## config.mk

```make
export PLATFORM = sky130hd
export DESIGN_NAME = systolic_feeder_2x2
export DESIGN_NICKNAME = d
export VERILOG_FILES = /design/src/rtl/systolic_feeder_2x2_pkg.sv /design/src/rtl/systolic_feeder_2x2.sv
export SDC_FILE = /design/constraint.sdc
export NUM_CORES = 1
export LEC_CHECK = 0
export ABC_AREA = 1
export CAP_MARGIN = 20
export CORE_MARGIN = 2
export CORE_UTILIZATION = 48
export CTS_CLUSTER_SIZE = 24
export DETAILED_ROUTE_END_ITERATION = 7
export PLACE_DENSITY = 0.77
export SLEW_MARGIN = 25
export SYNTH_ARGS = -nofsm -noshare
export SYNTH_HDL_FRONTEND = slang
export SYNTH_SLANG_ARGS = --single-unit
```

## constraint.sdc

```tcl
create_clock -name clk -period 40.3 [get_ports clk]
set_input_delay 6.045 -clock clk [delete_from_list [all_inputs] [get_ports clk]]
set_output_delay 6.045 -clock clk [all_outputs]
set_load 0.01 [all_outputs]
```

## src/rtl/systolic_feeder_2x2_pkg.sv

```systemverilog
// Shared types and defaults for the 2x2 systolic array feeder.
package systolic_feeder_2x2_pkg;

    localparam int unsigned DefDw     = 32;
    localparam int unsigned DefFlush  = 2;
    localparam int unsigned DefClrLen = 1;

    typedef enum logic [2:0] {
        StIdle,
        StClear,
        StFeed0,
        StFeed1,
        StFeed2,
        StFlush,
        StDone
    } state_e;

    // Counter width able to hold 0..n, never narrower than one bit.
    function automatic int unsigned cnt_w(input int unsigned n);
        return (n < 1) ? 1 : $clog2(n + 1);
    endfunction

endpackage

```

## src/rtl/systolic_feeder_2x2.sv

```systemverilog
// Transmit side of the 2x2 systolic array: latches one A/B job and drives the
// diagonally skewed operand stream, accumulator clear and done pulse.
module systolic_feeder_2x2
    import systolic_feeder_2x2_pkg::*;
#(
    parameter int unsigned DW      = DefDw,
    parameter int unsigned FLUSH   = DefFlush,
    parameter int unsigned CLR_LEN = DefClrLen
) (
    input  logic          clk,
    input  logic          rst,
    input  logic          in_valid,
    output logic          in_ready,
    input  logic [4*DW-1:0] a_flat,
    input  logic [4*DW-1:0] b_flat,
    output logic          arr_clr,
    output logic          load_in,
    output logic [DW-1:0] mat1_row0,
    output logic [DW-1:0] mat1_row1,
    output logic [DW-1:0] mat2_col0,
    output logic [DW-1:0] mat2_col1,
    output logic          busy,
    output logic          done
);

    localparam int unsigned ClrW   = cnt_w(CLR_LEN);
    localparam int unsigned FlushW = cnt_w(FLUSH);
    localparam logic [ClrW-1:0]   ClrLast   = ClrW'(CLR_LEN - 1);
    localparam logic [FlushW-1:0] FlushLast = FlushW'(FLUSH > 0 ? FLUSH - 1 : 0);

    state_e              state_q;
    logic [4*DW-1:0]     a_q;
    logic [4*DW-1:0]     b_q;
    logic [ClrW-1:0]     clr_cnt_q;
    logic [FlushW-1:0]   flush_cnt_q;

    logic [DW-1:0] a00, a01, a10, a11;
    logic [DW-1:0] b00, b01, b10, b11;

    assign a00 = a_q[0*DW +: DW];
    assign a01 = a_q[1*DW +: DW];
    assign a10 = a_q[2*DW +: DW];
    assign a11 = a_q[3*DW +: DW];
    assign b00 = b_q[0*DW +: DW];
    assign b01 = b_q[1*DW +: DW];
    assign b10 = b_q[2*DW +: DW];
    assign b11 = b_q[3*DW +: DW];

    assign in_ready = (state_q == StIdle);

    // Outputs are loaded on the edge that enters each state, so they track state_q.
    always_ff @(posedge clk or posedge rst) begin
        if (rst) begin
            state_q     <= StIdle;
            a_q         <= '0;
            b_q         <= '0;
            clr_cnt_q   <= '0;
            flush_cnt_q <= '0;
            arr_clr     <= 1'b0;
            load_in     <= 1'b0;
            busy        <= 1'b0;
            done        <= 1'b0;
            mat1_row0   <= '0;
            mat1_row1   <= '0;
            mat2_col0   <= '0;
            mat2_col1   <= '0;
        end else begin
            case (state_q)
                StIdle: begin
                    if (in_valid) begin
                        a_q       <= a_flat;
                        b_q       <= b_flat;
                        clr_cnt_q <= '0;
                        arr_clr   <= 1'b1;
                        busy      <= 1'b1;
                        state_q   <= StClear;
                    end
                end
                StClear: begin
                    if (clr_cnt_q == ClrLast) begin
                        arr_clr   <= 1'b0;
                        load_in   <= 1'b1;
                        mat1_row0 <= a00;
                        mat2_col0 <= b00;
                        state_q   <= StFeed0;
                    end else begin
                        clr_cnt_q <= clr_cnt_q + 1'b1;
                    end
                end
                StFeed0: begin
                    mat1_row0 <= a01;
                    mat2_col0 <= b10;
                    mat1_row1 <= a10;
                    mat2_col1 <= b01;
                    state_q   <= StFeed1;
                end
                StFeed1: begin
                    mat1_row0 <= '0;
                    mat2_col0 <= '0;
                    mat1_row1 <= a11;
                    mat2_col1 <= b11;
                    state_q   <= StFeed2;
                end
                StFeed2: begin
                    mat1_row1 <= '0;
                    mat2_col1 <= '0;
                    if (FLUSH == 0) begin
                        load_in <= 1'b0;
                        done    <= 1'b1;
                        state_q <= StDone;
                    end else begin
                        flush_cnt_q <= '0;
                        state_q     <= StFlush;
                    end
                end
                StFlush: begin
                    if (flush_cnt_q == FlushLast) begin
                        load_in <= 1'b0;
                        done    <= 1'b1;
                        state_q <= StDone;
                    end else begin
                        flush_cnt_q <= flush_cnt_q + 1'b1;
                    end
                end
                StDone: begin
                    done    <= 1'b0;
                    busy    <= 1'b0;
                    state_q <= StIdle;
                end
                default: state_q <= StIdle;
            endcase
        end
    end

endmodule

```

== Word level (Yosys, flattened, before mapping) ==
Cells that the tools add are included.

* Add/sub/neg operators: 2
* Eq/ne operators: 11
* Muxes and demuxes: 24
* Reduce and logical (&&, ||, !) cells: 17

{| class="wikitable"
|+ Operator list
! operator !! number
|-
| $pmux W32 S3 || 4
|-
| $mux W32 || 2
|-
| $pmux W3 S6 || 1
|-
| $reduce_and A2 Y1 || 6
|-
| $pmux W1 S2 || 5
|-
| $reduce_bool A2 Y1 || 5
|-
| $eq A3 B3 Y1 const B || 3
|-
| $mux W3 || 3
|-
| $reduce_and A3 Y1 || 3
|-
| $ne A2 B2 Y1 const B || 4
|-
| $mux W1 || 7
|-
| $eq A3 B2 Y1 const B || 2
|-
| $reduce_bool A3 Y1 || 2
|-
| $pmux W2 S2 || 1
|-
| $eq A3 B1 Y1 const B || 1
|-
| $logic_not A3 Y1 || 1
|-
| $add A2 B1 Y2 const B || 1
|-
| $eq A2 B1 Y1 const B || 1
|-
| $mux W2 || 1
|-
| $add A1 B1 Y1 const B || 1
|}

* Bits in registers: 394
* Input bits: 259
* Output and inout port bits: 133
* Word-level logic and storage cells: 67

== Logic depth before layout (Yosys ltp) ==
Gate-level depths: netlist (run 1).

* Depth in word-level cells: 3
* Mapped depth: 9
* Gate-level depth less buffers: 7

== Least setup slack after synthesis (run 1) ==
OpenSTA, ideal clock, no wires.

* Path type: register to output
* Start: register state_q[0]
* End: output in_ready
* Arrival: 0.955 ns
* Required time: 34.255 ns
* Setup slack: 33.300 ns
* Stages on the path, launching flop included: 6
* Path buffers: 2
* Path through: dfrtp_1 -> buf_2 -> nor2_2 -> nand2_1 -> inv_2 -> buf_2

* Word-level cells in the longest chain between the ends: 1

{| class="wikitable"
|+ RTL lines
! what !! RTL line !! text
|-
| start: declaration || systolic_feeder_2x2.sv:31 || <nowiki>state_e state_q;</nowiki>
|-
| start signal: assignment || systolic_feeder_2x2.sv:54 || <nowiki>state_q <= StIdle;</nowiki>
|-
| start signal: assignment || systolic_feeder_2x2.sv:76 || <nowiki>state_q <= StClear;</nowiki>
|-
| start signal: assignment || systolic_feeder_2x2.sv:85 || <nowiki>state_q <= StFeed0;</nowiki>
|-
| $logic_not A3 Y1 || systolic_feeder_2x2.sv:49 || <nowiki>assign in_ready = (state_q == StIdle);</nowiki>
|-
| end: declaration || systolic_feeder_2x2.sv:13 || <nowiki>output logic in_ready,</nowiki>
|}

No other way between the ends.

== Worst setup path in the final report (run 1) ==
* Start: register state_q[2]
* End: output in_ready

Same word-level chain as after synthesis.

==> results of run 1 <==
==> kinds of logic after synthesis <==
family / Yosys count / share of synthesized area, %
flops: 393 / 58.0
compound gates: 75 / 2.69
fa+ha+maj: 1 / 0.0738
buf+inv: 174 / 5.65
simple gates: 1363 / 33.6
==> registers in the layout, summed over array words and instances, names as in the netlist <==
| signal | cells |
|---|---|
| mat1_row1 | 32 |
| done | 1 |
| mat1_row0 | 32 |
| b_q | 128 |
| state_q | 3 |
| busy | 1 |
| mat2_col0 | 32 |
| arr_clr | 1 |
| a_q | 128 |
| mat2_col1 | 32 |
| load_in | 1 |
| flush_cnt_q | 2 |
==> cell usage after synthesis, types with 3 or more instances <==
cell	number	share of area [%]
clkbuf_1	57	1.3
a31oi_1	64	2.4
o21ai_0	7	0.21
nand3_1	323	9.5
dfrtp_1	393	58
buf_4	11	0.49
inv_2	5	0.11
nor2_1	68	1.5
nand2_1	904	20
inv_1	8	0.18
buf_2	67	2.0
a21oi_1	3	0.089
buf_6	24	1.6
nand4_1	64	2.4
==> worst max path at each step <==
stage                     cells past startpoint             endpoint                   start
after global placement                        4  b_q[78]$_DFFE_PP0P_                     rst
after CTS                                     5             in_ready  state_q[2]$_DFFE_PP0P_
after global routing                          5             in_ready  state_q[2]$_DFFE_PP0P_
final                                         5             in_ready  state_q[2]$_DFFE_PP0P_
after floorplan                               1   a_q[0]$_DFFE_PP0P_                     rst
after detailed placement                      4  b_q[80]$_DFFE_PP0P_                     rst
==> cell type report <==
class | count | area, µm²
Timing Repair Buffer | 409 | 4080
Inverter | 13 | 63.8
Fill cell | 2854 | 12500
Tap cell | 455 | 569
Clock buffer | 58 | 1230
Antenna cell | 5 | 12.5
Sequential cell | 393 | 9840
Multi-Input combinational cell | 1439 | 6210
Clock inverter | 12 | 90.1
==> metal layers <==
layer / up-vias / wire length [µm] / GRT usage [%]
met5: - / 12 / 0
met4: 2 / 2240 / 11.6
met3: 125 / 3830 / 4.53
met2: 656 / 22500 / 41.8
met1: 7179 / 20000 / 36.3
li1: 7110 / - / -
==> power groups by stage <==
stage | Combinational (mW) | Clock, mW | Sequential [mW]
global route | 0.801 | 0.394 | 0.709
CTS | 0.716 | 0.378 | 0.688
floorplan | 0.447 | 0 | 0.692
detailed placement | 0.715 | 0 | 0.692
global placement | 0.691 | 0 | 0.687
finish | 0.710 | 0.371 | 0.689
==> through the flow <==
| step | hold WS (ns) | setup slack [ns] | util, % | instance area (µm²) | power [mW] |
|---|---|---|---|---|---|
| floorplan | 0.442 | 23.33 | - | 17000 | 1.14 |
| finish | 0.466 | 31.06 | 63.8 | 22100 | 1.77 |
| global route | 0.488 | 30.91 | 63.8 | 22100 | 1.90 |
| global placement | 0.453 | 31.50 | 59.8 | 20700 | 1.38 |
| CTS | 0.473 | 31.06 | 63.7 | 22100 | 1.78 |
| detailed placement | 0.458 | 31.44 | 59.9 | 20700 | 1.41 |
==> worst max-delay path, cell delays in order (launching register included) <==
cell             delay (ns)
dfrtp_1                0.50
inv_2                  0.08
buf_4                  0.66
nand2_1                0.32
inv_8                  0.46
clkdlybuf4s50_1        0.64
==> impl_metrics.json, run 1 <==
{
  "finalCriticalPeriod_ns": 9.24,
  "worstSetupPathType": "reg -> out",
  "synthCells": 2006,
  "max_freq_mhz": 108,
  "min_from": "b_q[121]$_DFFE_PP0P_",
  "overflow": 0,
  "p_comb_share_pct": 40.1,
  "rr_endpoint": "mat1_row1[9]$_DFFE_PP0P_",
  "clock_latency_ns": 0.53,
  "wirelength_mm": 48.6,
  "die_y_um": 192,
  "drv_slew": 0,
  "r2r_slack_ns": 35.77,
  "initial_core_util_pct": 49.0,
  "area_growth_pct": 30.4,
  "hold_path.class": "reg -> reg",
  "cts_num_sinks": 393,
  "layout_common_cells": "903 x nand2_1, 392 x dfrtp_1, 390 x clkdlybuf4s50_1",
  "synth_nets": 2266,
  "fp-row-count": 68,
  "cp_max_fo": 88,
  "dp_cells": 2709,
  "hold_viol": 0,
  "final_cells": 2784,
  "clk_path_buf_depth": 3,
  "skew_ns": 0.0102,
  "portBuffers": 391,
  "core_um2": 34600,
  "endpoint_kind": "output port",
  "switching_share_pct": 38.9,
  "internal-power_mw": 1.08,
  "post_cts_buffers": 0,
  "ys.flop_type": "dfrtp_1",
  "post-route-period-util_pct": 22.9,
  "antenna_found_initial": 6,
  "status": "finished, final reports clean",
  "power_density_nw_per_um2": 80.1,
  "root_buffer": "clkbuf_16",
  "drive_above_1_share_pct": 4.13,
  "cap_violations": 0,
  "nNetsFinal": 2558,
  "grt_pass1_wl_mm": 77.7,
  "setup_violations": 0,
  "routabilityCongestion": 0.827,
  "cts_buffers": 42,
  "dpl.hpwl_mm": 30.4,
  "whs_path_depth": 2,
  "max-slew-margin-rel_pct": 29.1,
  "cts_resized": 0,
  "synthArstFlopShare_pct": 100,
  "cp.arrival_ns": 3.20,
  "worst_setup_path_start_kind": "register",
  "ys_seq_elements": 393,
  "post_drt_wl_per_cell_um": 17.5,
  "die_w_um": 192,
  "synth_edf_count": 0,
  "grtUsageTotal_pct": 26.5,
  "p_switching_mw": 0.689,
  "htree_levels": 2,
  "cts_tree": "done",
  "power_leakage_nw": 10.9,
  "fin_tns_setup_ns": 0,
  "drt_iter0_markers": 1166,
  "path_clk_slew_ns": 0.05,
  "synth.yosys.seq_area_share_pct": 58.0,
  "required_ns": 34.26,
  "ff2ff_path_depth": 10,
  "ir_drop_v": 0.0000542,
  "drtAntennaViolNets": 0,
  "dr.pass1.iters": 5,
  "tightest_slew_ns": 1.06,
  "grt_start_max_net_pins": 157,
  "seq_power_share_pct": 38.9,
  "via_per_inst": 5.41,
  "ys_types": 21,
  "drc": 0,
  "rsz0062_at_grt": "no",
  "syn_area_per_cell_um2": 8.45,
  "min_to": "b_q[121]$_DFFE_PP0P_",
  "syn_area_um2": 17000,
  "holdBufCountCts": 0,
  "io_pins": 392,
  "design.die.area_um2": 36800,
  "vias": 15100,
  "ys_warn_count": 0,
  "grt_pass1_vias": 14800,
  "layout_commonest_cell": "nand2_1",
  "r2r-start": "state_q[1]$_DFFE_PP0P_",
  "p_clk_share_pct": 21.0
}
Note: power is estimated with default switching activity, not from simulation.
==> run 2, diff against run 1 <==
- clock period: 40.3 -> 9.6 ns (I/O delays scaled with it)
==> run 2 against run 1 <==
  * Total power rose to 4.2 times the previous value
  * Combinational power rose to 4.3 times the previous value
  * First-iteration DRC count grew 6.2%
  * Cell count is 0.14% higher
  * Utilization about the same
  * Via count is 1.3% higher
  * Worst setup slack lost 26 ns
  * Routed wire length is 2.1% higher
  * Register-to-register slack worse by 30 ns
  * Critical endpoint unchanged
  * Largest cell class unchanged
  * Largest power group unchanged
==> impl_metrics.json, run 2 (synthesis results as in run 1) <==
{
  "setup_violations": 0,
  "drive_above_1_share_pct": 4.04,
  "r2r_slack_ns": 5.61,
  "critPathBufInv": 2,
  "max-slew-margin-rel_pct": 27.7,
  "holdBufCountCts": 0,
  "cts_tree": "done",
  "worst_setup_path_start_kind": "register",
  "max_freq_mhz": 229,
  "design.die.area_um2": 36800,
  "total_power_mw": 7.48,
  "rr_endpoint": "mat1_row1[26]$_DFFE_PP0P_",
  "tightest_slew_ns": 1.08,
  "finalCriticalPeriod_ns": 4.36,
  "worstSetupPathType": "reg -> out",
  "power_density_nw_per_um2": 338,
  "endpoint_kind": "output port",
  "grt_start_max_net_pins": 181,
  "clock_latency_ns": 0.52,
  "drv_slew": 0,
  "r2r-start": "state_q[2]$_DFFE_PP0P_",
  "cpPeakStageDelay_ns": 0.70,
  "ff2ff_path_depth": 9,
  "cts_buffers": 42,
  "post_drt_wl_per_cell_um": 17.8,
  "crit_cells": 4,
  "cts_resized": 0,
  "cap_violations": 0,
  "required_ns": 8.16,
  "drt_iter0_markers": 1238,
  "rsz0062_at_grt": "no",
  "layout_common_cells": "903 x nand2_1, 392 x dfrtp_1, 390 x clkdlybuf4s50_1",
  "grt_pass1_wl_mm": 78.7,
  "dr.pass1.iters": 5,
  "status": "finished, final reports clean",
  "hold_viol": 0,
  "crit_path_cell_trace": "nor2_2, nand2_1, inv_8, clkdlybuf4s50_1",
  "fp-row-count": 68,
  "clk_path_buf_depth": 3,
  "initial_core_util_pct": 49.0,
  "drc": 0,
  "grt_pass1_vias": 15200,
  "post_cts_buffers": 0,
  "dpl.hpwl_mm": 30.0,
  "critPathTopFamily": "buffers and inverters",
  "overflow": 0,
  "cp_max_fo": 178,
  "via_per_inst": 5.47,
  "largestRegisters": "a_q x128, b_q x128",
  "cts_num_sinks": 393,
  "n_fill_cell": 2922,
  "cp_slowest_cell": "clkdlybuf4s50_1",
  "area_growth_pct": 30.4,
  "whs_path_depth": 2,
  "vias": 15300,
  "power_leakage_nw": 10.9,
  "drtAntennaViolNets": 0,
  "routabilityCongestion": 0.814,
  "hold_path.class": "reg -> reg",
  "io_pins": 392,
  "wirelength_mm": 49.6,
  "fin_tns_setup_ns": 0,
  "post-route-period-util_pct": 45.4,
  "cp.arrival_ns": 2.92,
  "min_to": "b_q[72]$_DFFE_PP0P_",
  "die_y_um": 192,
  "die_w_um": 192,
  "grtUsageTotal_pct": 26.8,
  "portBuffers": 391,
  "min_from": "b_q[72]$_DFFE_PP0P_",
  "root_buffer": "clkbuf_16",
  "htree_levels": 2,
  "core_um2": 34600,
  "layout_commonest_cell": "nand2_1",
  "nNetsFinal": 2557,
  "skew_ns": 0.0184,
  "ir_drop_v": 0.000287,
  "path_clk_slew_ns": 0.06,
  "antenna_found_initial": 10
}
==> run 2: cell types whose count changed in the layout (fill, tap and decap cells not counted), moves of 2 or more <==
cell,change
clkbuf_16,-2
diode_2,+2
clkbuf_1,+4
buf_4,-2
==> run 2: power breakdown <==
group	internal [mW]	switching [mW]	total [mW]	leakage, nW
registers	2.44	0.452	2.89	4.90
clock network	0.910	0.644	1.55	0.655
logic	1.19	1.84	3.03	5.32
total	4.54	2.93	7.48	10.9
==> run 2: worst reg2reg max path, cell delays in order (launching register included) <==
cell     delay (ns)
dfrtp_1        0.49
inv_2          0.10
buf_4          0.69
nand3_4        0.97
inv_2          0.69
buf_4          0.58
nand2_1        0.12
nand2_1        0.11
nand2_1        0.06
nand2_1        0.11
==> run 2: cell type report <==
class                   instances  area (µm²)  area share, %
multi-input cells            1439        6210           28.1
clock buffers                  62        1230           5.55
inverters                      13        60.1          0.272
repair buffers                408        4110           18.6
clock inverters                11        87.6          0.396
well taps                     455         569           2.57
flip-flops and latches        393        9840           44.5
diodes                          7        17.5         0.0792
==> run 2: stage by stage <==
step                      std cells  hold WS [ns]  instance area, µm²  setup WS, ns  util (%)
after global routing           2787         0.479               22100          5.12      63.8
after global placement         2706         0.454               20700          5.33      59.8
after CTS                      2780         0.473               22100          5.26      63.7
final                          2788         0.470               22100          5.24      63.9
after detailed placement       2707         0.459               20700          5.27      59.9
after floorplan                2006         0.442               17000          2.87         -
==> run 2: how the worst max path moves through the flow <==
| stage | to | from | slack (ns) |
|---|---|---|---|
| finish | in_ready | state_q[0]$_DFFE_PP0P_ | 5.24 |
| global route | in_ready | state_q[0]$_DFFE_PP0P_ | 5.12 |
| CTS | in_ready | state_q[0]$_DFFE_PP0P_ | 5.26 |
| detailed placement | a_q[123]$_DFFE_PP0P_ | rst | 5.27 |
| global placement | busy$_DFFE_PP0P_ | in_valid | 5.33 |
| floorplan | a_q[0]$_DFFE_PP0P_ | rst | 2.87 |
==> run 2: per-layer routing <==
metal | share of wire (%) | track usage, %
met1 | 41 | 36.2
met2 | 47 | 42.4
met3 | 8.1 | 4.92
met4 | 4.2 | 12.2
met5 | 0.077 | 0
==> run 3, diff against run 2 <==
- CORE_UTILIZATION: 48 -> 46
- clock period: 9.6 -> 3.6 ns (I/O delays scaled with it)
==> run 3 against run 2 <==
  * Combinational power increased to 2.7 times the previous value
  * Count of clock-buffer cells in the layout increased by 6
  * Total power increased to 2.7 times the previous value
  * Cell count increased by 0.90%
  * Critical endpoint unchanged
  * Largest cell class unchanged
  * Highest routed layer unchanged
==> impl_metrics.json, run 3 (synthesis results as in run 1) <==
{
  "ff2ff_path_depth": 8,
  "via_per_inst": 5.35,
  "cts_num_sinks": 393,
  "post_cts_buffers": 0,
  "dr.pass1.iters": 5,
  "utilization_pct": 61.3,
  "power_leakage_nw": 11.0,
  "layout_commonest_cell": "nand2_1",
  "overflow": 0,
  "die_w_um": 196,
  "grt_pass1_vias": 15200,
  "dp_cells": 2728,
  "tightest_slew_ns": 0.932,
  "core_um2": 36400,
  "post_drt_wl_per_cell_um": 17.5,
  "cts_resized": 0,
  "grtUsageTotal_pct": 26.0,
  "drc": 0,
  "holdBufCountCts": 0,
  "vias": 15000,
  "skew_ns": 0.00911,
  "setup_ws_ns": 0.600,
  "io_pins": 392,
  "htree_levels": 2,
  "ir_drop_v": 0.000504,
  "portBuffers": 391,
  "hold_viol": 0,
  "die_y_um": 196,
  "largestRegisters": "a_q x128, b_q x128",
  "status": "finished, final reports clean",
  "design.die.area_um2": 38400,
  "timing.hold.ws_ns": 0.467,
  "endpoint_kind": "output port",
  "path_clk_slew_ns": 0.06,
  "clk_path_buf_depth": 3,
  "cts_tree": "done",
  "worst_setup_path_start_kind": "register",
  "drtAntennaViolNets": 0,
  "root_buffer": "clkbuf_16",
  "max_freq_mhz": 333,
  "fin_tns_setup_ns": 0,
  "rsz0062_at_grt": "no",
  "finalCriticalPeriod_ns": 3.00,
  "power_density_nw_per_um2": 906,
  "routabilityCongestion": 0.827,
  "final_cells": 2813,
  "setup_violations": 0,
  "drt_iter0_markers": 992,
  "cp.arrival_ns": 2.46,
  "drv_slew": 0,
  "cap_violations": 0,
  "area_growth_pct": 31.9,
  "antenna_found_initial": 9,
  "cts_buffers": 43,
  "dpl.hpwl_mm": 30.3,
  "stdcell_area_um2": 22400,
  "hold_path.class": "in -> async",
  "max-slew-margin-rel_pct": 37.7,
  "dpl_worst_slack_ns": 0.945,
  "layout_common_cells": "903 x nand2_1, 392 x dfrtp_1, 390 x clkdlybuf4s50_1",
  "grt_pass1_wl_mm": 79.8,
  "fp-row-count": 70,
  "nNetsFinal": 2565,
  "clock_latency_ns": 0.56,
  "initial_core_util_pct": 46.5,
  "drive_above_1_share_pct": 4.41,
  "required_ns": 3.06,
  "post-route-period-util_pct": 83.3,
  "wirelength_mm": 49.2,
  "cp_max_fo": 72,
  "placed_area_um2": 20900,
  "grt_start_max_net_pins": 188,
  "total_power_mw": 20.2,
  "worstSetupPathType": "reg -> out"
}
[run 3: cell count changes in the layout (fill, tap and decap cells not counted), sizes merged]
cell	change
bufinv	+2
clkbuf	+7
clkinv	-3
buf	+6
[run 3: layout make-up]
type	instances	area, µm²
Clock buffer	68	1300
Fill cell	3079	14100
Tap cell	468	586
Timing Repair Buffer	415	4210
Multi-Input combinational cell	1439	6210
Inverter	13	60.1
Antenna cell	7	17.5
Clock inverter	10	133
Sequential cell	393	9840
[run 3: where the power goes]
part           leakage [nW]  internal (mW)  switching, mW
clock                 0.706           2.70           1.77
combinational          5.37           3.20           4.91
sequential             4.90           6.51           1.17
[run 3: per-layer routing]
metal	vias up	track usage, %	part of all wire, %
met3	112	6.89	7.7
met2	569	40.8	46
li1	7147	-	-
met4	4	11.1	4.1
met5	-	0	0.053
met1	7206	34.2	42
[run 3: path summary, 6_finish.rpt]
path | startpoint | endpoint | slack, ns
min in group clk | a_q[69]$_DFFE_PP0P_ | a_q[69]$_DFFE_PP0P_ | 0.47
max reg2reg | state_q[1]$_DFFE_PP0P_ | mat1_row1[13]$_DFFE_PP0P_ | 0.95
max in group asynchronous | rst | b_q[47]$_DFFE_PP0P_ | 2.19
min reg2reg | a_q[69]$_DFFE_PP0P_ | a_q[69]$_DFFE_PP0P_ | 0.47
max | state_q[0]$_DFFE_PP0P_ | in_ready | 0.60
min | rst | a_q[60]$_DFFE_PP0P_ | 0.47
[run 3: critical path, cell delays in order, from the launching register on]
cell             delay, ns
dfrtp_1               0.49
nor2_2                0.22
nand2_1               0.17
inv_8                 0.37
clkdlybuf4s50_1       0.64
